==> src/rtl/fetch_unit_if.sv <==
// Fetch-stage bus bundle: instruction-memory request/response, redirect, and decode handoff.
// Latency: none, wires only.
// Backpressure: imem_ready stalls requests, if_ready stalls the decode handoff; responses have none.
//
// Signals:
//   imem_req/imem_addr/imem_ready   in-order request channel toward instruction memory
//   imem_rvalid/imem_rdata          response channel, no backpressure
//   redirect_valid/redirect_pc      flush and restart request from branch resolution
//   if_valid/if_ready/if_pc/if_instr  (pc, instr) handoff toward decode
interface fetch_unit_if #(
    parameter int PC_W = 9
);
    logic            imem_req;
    logic [PC_W-1:0] imem_addr;
    logic            imem_ready;
    logic            imem_rvalid;
    logic [31:0]     imem_rdata;
    logic            redirect_valid;
    logic [PC_W-1:0] redirect_pc;
    logic            if_valid;
    logic            if_ready;
    logic [PC_W-1:0] if_pc;
    logic [31:0]     if_instr;

    // Fetch unit side.
    modport master (
        output imem_req, imem_addr, if_valid, if_pc, if_instr,
        input  imem_ready, imem_rvalid, imem_rdata, redirect_valid, redirect_pc, if_ready
    );

    // Environment side: memory, branch resolution and decode.
    modport slave (
        input  imem_req, imem_addr, if_valid, if_pc, if_instr,
        output imem_ready, imem_rvalid, imem_rdata, redirect_valid, redirect_pc, if_ready
    );
endinterface

==> src/rtl/fetch_unit.sv <==
// Instruction fetch: holds the PC, issues in-order imem requests, and queues returned words for decode.
// Latency: request accepted at T, response at T+1, head valid to decode at T+2 (no bypass).
// Backpressure: requests are credit-limited so that in-flight plus queued never exceeds FQ_DEPTH; if_ready holds the head.
//
// Ports:
//   clk, rst_n  clock and asynchronous active-low reset
//   bus         fetch_unit_if master: imem request/response, redirect, decode handoff
module fetch_unit #(
    parameter int PC_W     = 9,
    parameter int RESET_PC = 0,
    parameter int FQ_DEPTH = 4
) (
    input  logic         clk,
    input  logic         rst_n,
    fetch_unit_if.master bus
);
    localparam int PTR_W = $clog2(FQ_DEPTH);
    localparam int CNT_W = $clog2(FQ_DEPTH + 1);

    logic [PC_W-1:0]  fetch_pc;
    logic [PC_W-1:0]  resp_pc;
    logic [CNT_W-1:0] inflight;
    logic [CNT_W-1:0] discard_cnt;
    logic [CNT_W-1:0] fq_cnt;
    logic [PTR_W-1:0] wr_ptr;
    logic [PTR_W-1:0] rd_ptr;

    logic [PC_W-1:0]  fq_pc    [FQ_DEPTH];
    logic [31:0]      fq_instr [FQ_DEPTH];

    logic             credit_ok;
    logic             accept;
    logic             push;
    logic             drop;
    logic             pop;
    logic [PC_W-1:0]  redirect_base;

    // One extra bit so the sum of two counters cannot overflow before comparing.
    assign credit_ok = ({1'b0, inflight} + {1'b0, fq_cnt}) < (CNT_W + 1)'(FQ_DEPTH);

    // The reset term makes the request drop the moment rst_n falls, not at the next edge.
    assign bus.imem_req  = rst_n && !bus.redirect_valid && credit_ok;
    assign bus.imem_addr = fetch_pc;

    assign accept = bus.imem_req && bus.imem_ready;
    assign drop   = bus.imem_rvalid && (discard_cnt != '0);
    // A redirect flushes, so a response arriving in that cycle is never queued.
    assign push   = bus.imem_rvalid && (discard_cnt == '0) && !bus.redirect_valid;
    assign pop    = bus.if_valid && bus.if_ready && !bus.redirect_valid;

    assign redirect_base = {bus.redirect_pc[PC_W-1:2], 2'b00};

    assign bus.if_valid = (fq_cnt != '0);
    // Storage is not reset; an empty queue shows zeros instead of stale entries.
    assign bus.if_pc    = bus.if_valid ? fq_pc[rd_ptr]    : '0;
    assign bus.if_instr = bus.if_valid ? fq_instr[rd_ptr] : '0;

    always_ff @(posedge clk or negedge rst_n) begin
        if (!rst_n) begin
            fetch_pc    <= PC_W'(RESET_PC);
            resp_pc     <= PC_W'(RESET_PC);
            inflight    <= '0;
            discard_cnt <= '0;
            fq_cnt      <= '0;
            wr_ptr      <= '0;
            rd_ptr      <= '0;
        end else if (bus.redirect_valid) begin
            // Everything still outstanding after this cycle belongs to the old path.
            fetch_pc    <= redirect_base;
            resp_pc     <= redirect_base;
            inflight    <= inflight - CNT_W'(bus.imem_rvalid);
            discard_cnt <= inflight - CNT_W'(bus.imem_rvalid);
            fq_cnt      <= '0;
            wr_ptr      <= '0;
            rd_ptr      <= '0;
        end else begin
            if (accept) begin
                fetch_pc <= fetch_pc + PC_W'(4);
            end
            inflight <= inflight + CNT_W'(accept) - CNT_W'(bus.imem_rvalid);
            if (drop) begin
                discard_cnt <= discard_cnt - CNT_W'(1);
            end
            if (push) begin
                resp_pc <= resp_pc + PC_W'(4);
                wr_ptr  <= wr_ptr + PTR_W'(1);
            end
            if (pop) begin
                rd_ptr <= rd_ptr + PTR_W'(1);
            end
            fq_cnt <= fq_cnt + CNT_W'(push) - CNT_W'(pop);
        end
    end

    // Credit accounting guarantees a free slot whenever push is high.
    always_ff @(posedge clk) begin
        if (push) begin
            fq_pc[wr_ptr]    <= resp_pc;
            fq_instr[wr_ptr] <= bus.imem_rdata;
        end
    end
endmodule
==> src/flat_wrapper.sv <==
// flat-port wrapper written by rule: the top's interface ports become plain ports
module fetch_unit_flat 
#(
    parameter int PC_W     = 9,
    parameter int RESET_PC = 0,
    parameter int FQ_DEPTH = 4
)
  (clk, rst_n, bus_imem_req, bus_imem_addr, bus_if_valid, bus_if_pc, bus_if_instr, bus_imem_ready, bus_imem_rvalid, bus_imem_rdata, bus_redirect_valid, bus_redirect_pc, bus_if_ready);
  fetch_unit_if #(.PC_W(PC_W)) bus_i ();
  input  logic clk;
  input  logic rst_n;
  output wire logic [$bits(bus_i.imem_req)-1:0] bus_imem_req;
  output wire logic [$bits(bus_i.imem_addr)-1:0] bus_imem_addr;
  output wire logic [$bits(bus_i.if_valid)-1:0] bus_if_valid;
  output wire logic [$bits(bus_i.if_pc)-1:0] bus_if_pc;
  output wire logic [$bits(bus_i.if_instr)-1:0] bus_if_instr;
  input wire logic [$bits(bus_i.imem_ready)-1:0] bus_imem_ready;
  input wire logic [$bits(bus_i.imem_rvalid)-1:0] bus_imem_rvalid;
  input wire logic [$bits(bus_i.imem_rdata)-1:0] bus_imem_rdata;
  input wire logic [$bits(bus_i.redirect_valid)-1:0] bus_redirect_valid;
  input wire logic [$bits(bus_i.redirect_pc)-1:0] bus_redirect_pc;
  input wire logic [$bits(bus_i.if_ready)-1:0] bus_if_ready;
  assign bus_imem_req = bus_i.imem_req;
  assign bus_imem_addr = bus_i.imem_addr;
  assign bus_if_valid = bus_i.if_valid;
  assign bus_if_pc = bus_i.if_pc;
  assign bus_if_instr = bus_i.if_instr;
  assign bus_i.imem_ready = bus_imem_ready;
  assign bus_i.imem_rvalid = bus_imem_rvalid;
  assign bus_i.imem_rdata = bus_imem_rdata;
  assign bus_i.redirect_valid = bus_redirect_valid;
  assign bus_i.redirect_pc = bus_redirect_pc;
  assign bus_i.if_ready = bus_if_ready;
  fetch_unit #(.PC_W(PC_W), .RESET_PC(RESET_PC), .FQ_DEPTH(FQ_DEPTH)) u_core (.clk(clk), .rst_n(rst_n), .bus(bus_i));
endmodule
==> config.mk <==
export PLATFORM = sky130hd
export DESIGN_NAME = fetch_unit_flat
export DESIGN_NICKNAME = d
export VERILOG_FILES = /design/src/rtl/fetch_unit_if.sv /design/src/rtl/fetch_unit.sv /design/src/flat_wrapper.sv
export SDC_FILE = /design/constraint.sdc
export NUM_CORES = 1
export LEC_CHECK = 0
export BUFFER_PORTS_ARGS = -buffer_cell sky130_fd_sc_hd__clkbuf_2
export CORE_ASPECT_RATIO = 0.6
export CORE_UTILIZATION = 40
export DETAILED_ROUTE_END_ITERATION = 8
export PLACE_DENSITY = 0.57
export RECOVER_POWER = 50
export SYNTH_ARGS = -nofsm -noshare
export SYNTH_HDL_FRONTEND = slang
export SYNTH_SLANG_ARGS = --single-unit
==> constraint.sdc <==
create_clock -name clk -period 4.9 [get_ports clk]
set_input_delay 0.245 -clock clk [delete_from_list [all_inputs] [get_ports clk]]
set_output_delay 0.245 -clock clk [all_outputs]
set_load 0.05 [all_outputs]
Yosys cells after proc, flatten, opt, wreduce, memory -nomap -nowiden
Memory sizes are Yosys's and may differ from the RTL's.
Index checks and enable logic that the tools add are counted.
W data, S select, Z words.
Cells by class
  mux-type cells: 16
  $lt $le $gt $ge: 1
  add/subtract/negate cells: 11
  reductions and logical operators: 16
Operators with widths (number)
  $mux W9: 5
  $mux W32: 1
  $add A9 B3 Y9 const B: 2
  $mux W3: 4
  $sub A3 B1 Y3: 3
  $logic_and A1 B1 Y1: 8
  $mux W2: 4
  $reduce_bool A2 Y1: 4
  $add A3 B1 Y3: 2
  $reduce_bool A3 Y1: 2
  $add A2 B1 Y2 const B: 2
  $add A3 B3 Y4: 1
  $lt A4 B3 Y1 const B: 1
  $logic_not A3 Y1: 1
  $sub A3 B1 Y3 const B: 1
  $mux W1: 2
  $logic_not A1 Y1: 1
Storage, ports and cells
  RAM bits: 164
  flip-flop bits (word level): 31
  output and inout port bits: 52
  bits of input ports: 47
  memories: 2
  word-level logic and storage cells: 53
Memory list
  u_core.fq_instr: depth 4, bits a word 32, rd ports 1, clocked after Yosys merged registers in 0, wr ports 1, RTL line fetch_unit.sv:29  | logic [31:0] fq_instr [FQ_DEPTH];
  u_core.fq_pc: depth 4, bits a word 9, rd ports 1, clocked after Yosys merged registers in 0, wr ports 1, RTL line fetch_unit.sv:28  | logic [PC_W-1:0] fq_pc [FQ_DEPTH];

Logic depth before layout (Yosys ltp)
  word-level depth: 7
  mapped depth: 11
  gate-level depth less buffers: 10

Least setup slack after synthesis
No wires, ideal clock.
  kind: reg-to-reg
  start point: register u_core.discard_cnt[0]
  end point: memory u_core.fq_instr[0][0], enable pin
  path slack: 2.537 ns
  stages on the path, launching flop included: 6
  buffers on the path: 0
  clock period less this slack: 2.363 ns
  library setup time: 0.400 ns
  data required time: 4.500 ns
  arrival: 1.963 ns
  cells stage by stage: dfrtp_1 inv_1 ha_1 nand3b_1 nor2_1 and2_1
On the way
  longest elaborated chain between the ends: 5
RTL lines
  start: declaration: RTL line fetch_unit.sv:23  | logic [CNT_W-1:0] discard_cnt;
  start signal: assignment: RTL line fetch_unit.sv:72  | discard_cnt <= inflight - CNT_W'(bus.imem_rvalid);
  start signal: assignment: RTL line fetch_unit.sv:82  | discard_cnt <= discard_cnt - CNT_W'(1);
  $logic_not A3 Y1: RTL line fetch_unit.sv:48  | assign push = bus.imem_rvalid && (discard_cnt == '0) && !bus.redirect_valid;
  $logic_and A1 B1 Y1 (2 in a row): RTL line fetch_unit.sv:48
  $mux W1: RTL line fetch_unit.sv:97  | if (push) begin
  $mux W1 (not written as such): RTL line fetch_unit.sv:99  | fq_instr[wr_ptr] <= bus.imem_rdata;
  end: declaration: RTL line fetch_unit.sv:29
Every way passes these cells.

Worst setup path after layout
  start point: register u_core.fq_cnt[1]
  end point: register u_core.fq_cnt[2]
On the way
  longest elaborated chain between the ends: 5
  elaborated cells between the ends (all ways): 6
  classes of those cells: add/sub (2); mux (1); reduce/logical (3)
RTL lines
  start: declaration: RTL line fetch_unit.sv:24  | logic [CNT_W-1:0] fq_cnt;
  start signal: assignment: RTL line fetch_unit.sv:91  | fq_cnt <= fq_cnt + CNT_W'(push) - CNT_W'(pop);
  parallel branches: the longest is 3 deep, another holds $add A3 B1 Y3
  $sub A3 B1 Y3 *: RTL line fetch_unit.sv:91
  $mux W3 *: RTL line fetch_unit.sv:67  | end else if (bus.redirect_valid) begin
Mark *: on every way between the ends.
A chain may end at the register's enable or synchronous reset.

==> results.py <==
metrics = {
    "status": {
        "outcome": "finished with violations",
        "violations": "max-capacitance violations, max-slew violations",
    },
    "worst_setup_path": {
        "cp_max_fo": 42,
        "cpPeakStageDelay_ns": 1.29,
        "worst_path_dominant_cell_family": "buffers and inverters",
        "end_kind": "register",
        "worst_setup_path_start_kind": "register",
        "critPathRequiredTime_ns": 5.18,
        "path_class": "register to register",
        "path_buf_inv": 3,
        "worstPathArrival_ns": 3.82,
        "crit_path_top_delay_cell": "clkbuf_1",
        "path_cells": "or3_1 -> clkbuf_1 -> nand2_1 -> nor2_1 -> ha_1 -> inv_1 -> ha_1 -> inv_1 -> fa_1 -> xnor2_1 -> nor2_1",
    },
    "final_layout": {
        "final_layout_size_suffix_gt1_share_pct": 26.72,
        "area_growth_pct": 14.61,
        "nFillCells": 1588,
        "nets": 576,
        "post-route-util_pct": 47.70,
        "final_common_cell": "edfxtp_1",
        "layout_common_cells": "edfxtp_1 (156), clkbuf_2 (51), clkbuf_1 (48)",
        "antenna_cells": 0,
    },
    "sta": {
        "max_freq_mhz": 282.2,
        "tns_ns": 0,
        "final_max_slew_viol_count": 72,
        "tightest_slew_ns": 1.807,
        "period_needed_ns": 3.544,
        "fin_crit_sh_pct": 72.32,
        "finalHoldViolCount": 0,
        "max-slew-margin-rel_pct": -20.45,
        "finClkSkew_ns": 0.009654,
        "rsz0062_at_grt": "no",
        "finalSetupViolCount": 0,
    },
    "floorplanning": {
        "placeableCoreArea_um2": 18400,
        "rows": 38,
        "start_util_pct": 41.62,
        "dieArea_um2": 19720,
        "io-pin-count": 99,
        "die_height_um": 109.2,
        "die_w_um": 180.6,
    },
    "power": {
        "p_int_mw": 3.076,
        "p_leak_nw": 3.090,
        "switching_share_pct": 38.21,
        "power.share.clock_pct": 25.0,
        "p_per_area_nw_per_um2": 567.1,
        "comb_power_share_pct": 35.9,
        "seq_power_share_pct": 39.1,
        "peakVddDrop_mv": 0.3622,
        "p_switching_mw": 1.902,
    },
    "yosys": {
        "ys_ff_latch": 183,
        "synthesis.instances": 415,
        "yosysWarnings": 0,
        "syn_avg_cell_area_um2": 18.45,
        "yosysSeqAreaShare_pct": 69.99,
        "syn_area_um2": 7659,
        "synth.distinct_cells": 36,
    },
    "clock_tree": {
        "cts_tree": "built",
        "clk_latency_ns": 0.42,
        "cts.repair.resized": 0,
        "cts_setup_buffers": 0,
        "clk_pin_slew_ns": 0.07,
        "clkSinkCount": 183,
        "htreeDepth": 4,
        "cts-root-buf": "clkbuf_16",
        "cts_made_buffers": 17,
        "clockBufferDepth": 2,
    },
    "detailed_routing": {
        "antenna_left": 0,
        "first_iter_violations": 225,
        "drc_errors": 0,
        "wirelength_mm": 13.90,
        "avgViaCountPerCell": 4.948,
        "vias": 3780,
        "wire_per_inst_um": 18.19,
        "firstDrtPassIters": 4,
    },
    "hold_path": {
        "hold_class": "input port to register",
    },
    "global_route": {
        "grt_max_degree": 43,
        "overflow": 0,
        "grt_first_pass_wirelength_mm": 21.97,
        "antenna_found_initial": 0,
        "grt_pass1_vias": 3977,
        "track_usage_pct": 15.37,
    },
    "place": {
        "gp_congestion": 0.6783,
        "dp_hpwl_mm": 8.333,
        "port_buffers": 92,
    },
    "run": {
        "cap_violations": 2,
    },
}
-- path summary, 6_finish.rpt --
kind / start / to / slack, ns / cells past startpoint
min: bus_redirect_pc[3] / u_core.resp_pc[3]$_DFFE_PN0N_ / 0.07 / 2
min in group asynchronous: rst_n / u_core.bus.imem_addr[7]$_DFFE_PN0P_ / 0.75 / 2
max in group asynchronous: rst_n / u_core.rd_ptr[0]$_DFFE_PN0P_ / 3.14 / 2
max: u_core.fq_cnt[1]$_DFF_PN0_ / u_core.fq_cnt[2]$_DFF_PN0_ / 1.36 / 11
min reg2reg: u_core.inflight[2]$_DFF_PN0_ / u_core.inflight[2]$_DFF_PN0_ / 0.52 / 1
max reg2reg: u_core.fq_cnt[1]$_DFF_PN0_ / u_core.fq_cnt[2]$_DFF_PN0_ / 1.36 / 11
-- power by group through the flow --
stage | clock (mW) | sequential (mW) | combinational (mW)
3_3_place_gp | 0 | 1.97 | 1.81
4_1_cts | 1.28 | 1.95 | 1.83
6_report | 1.24 | 1.94 | 1.79
2_1_floorplan | 0 | 1.93 | 1.50
5_1_grt | 1.34 | 1.97 | 1.92
3_5_place_dp | 0 | 1.98 | 1.82
-- area by class of cell --
cell class / count / area (um2) / share of cell area, %
inverters: 13 / 48.80 / 0.5560
well taps: 240 / 300.3 / 3.421
flip-flops and latches: 183 / 5363 / 61.10
repair buffers: 97 / 445.4 / 5.075
clock buffers: 26 / 500.5 / 5.702
multi-input cells: 199 / 2082 / 23.72
clock inverters: 6 / 37.54 / 0.4277
-- cell usage after synthesis --
cell / number / share of area [%]
clkbuf_1: 5 / 0.25
inv_1: 13 / 0.64
nand4_1: 6 / 0.49
and3_1: 4 / 0.33
nand2_1: 15 / 0.74
nand2b_1: 1 / 0.082
xor2_1: 10 / 1.1
mux4_1: 1 / 0.34
o21ai_0: 4 / 0.26
buf_4: 4 / 0.39
nand3_2: 1 / 0.13
edfxtp_1: 156 / 61
mux2_2: 14 / 2.1
a21oi_1: 2 / 0.13
buf_12: 4 / 1.0
buf_6: 1 / 0.15
fa_1: 2 / 0.52
buf_1: 1 / 0.049
xnor2_1: 12 / 1.4
and2_1: 43 / 3.5
mux4_2: 38 / 11
conb_1: 1 / 0.049
buf_2: 8 / 0.52
nand3b_1: 1 / 0.098
dfrtp_1: 27 / 8.8
nor2_1: 12 / 0.59
and3b_1: 1 / 0.11
nor2b_1: 1 / 0.082
mux2i_1: 1 / 0.13
or3_1: 1 / 0.082
nand3_1: 3 / 0.20
nand4b_1: 1 / 0.11
nor3_1: 3 / 0.20
ha_1: 16 / 2.6
nor4b_4: 1 / 0.31
a221oi_1: 1 / 0.11
-- flip-flops by register name (all words and copies together), names as in the netlist --
name and flops:
u_core.fq_cnt 3, u_core.discard_cnt 3, u_core.fq_pc 28, u_core.bus.imem_addr 7, u_core.inflight 3, u_core.wr_ptr 2
u_core.fq_instr 128, u_core.rd_ptr 2, u_core.resp_pc 7
-- per-layer routing --
layer	up-vias	share of wire [%]	global-route usage [%]
met5	-	0	0
met4	0	1.5	6.227
met3	17	6.1	5.277
met2	82	45	23.36
met1	1919	47	20.36
li1	1762	-	-
-- metrics by stage --
| stage | area [um2] | power (mW) | setup WS [ns] | hold WS [ns] | std cells |
|---|---|---|---|---|---|
| after floorplan | 7670 | 3.428 | 2.537 | -0.05059 | 418 |
| after global placement | 8284 | 3.781 | 2.202 | 0.3327 | 731 |
| after detailed placement | 8284 | 3.805 | 2.160 | 0.3325 | 731 |
| after CTS | 8832 | 5.060 | 1.708 | 0.02036 | 764 |
| after global routing | 8777 | 5.232 | 0.8897 | 0.05917 | 764 |
| final | 8777 | 4.978 | 1.356 | 0.07440 | 764 |
-- cell families after synthesis --
logic type	synth area share [%]
xor gates and xnor gates	2.516
muxes	13.71
other	0.04896
AOI/OAI and AO/OA	0.5065
buffers and inverters	3.039
and+or+nand+nor	7.058
adders and majority gates	3.137
DFF	69.99
-- timing repair --
item,4_1_cts,5_1_grt
hold buffers,1,0
setup endpoints to repair,0,0
hold endpoints to repair,27,0
Power figures use the tool's default switching activity.
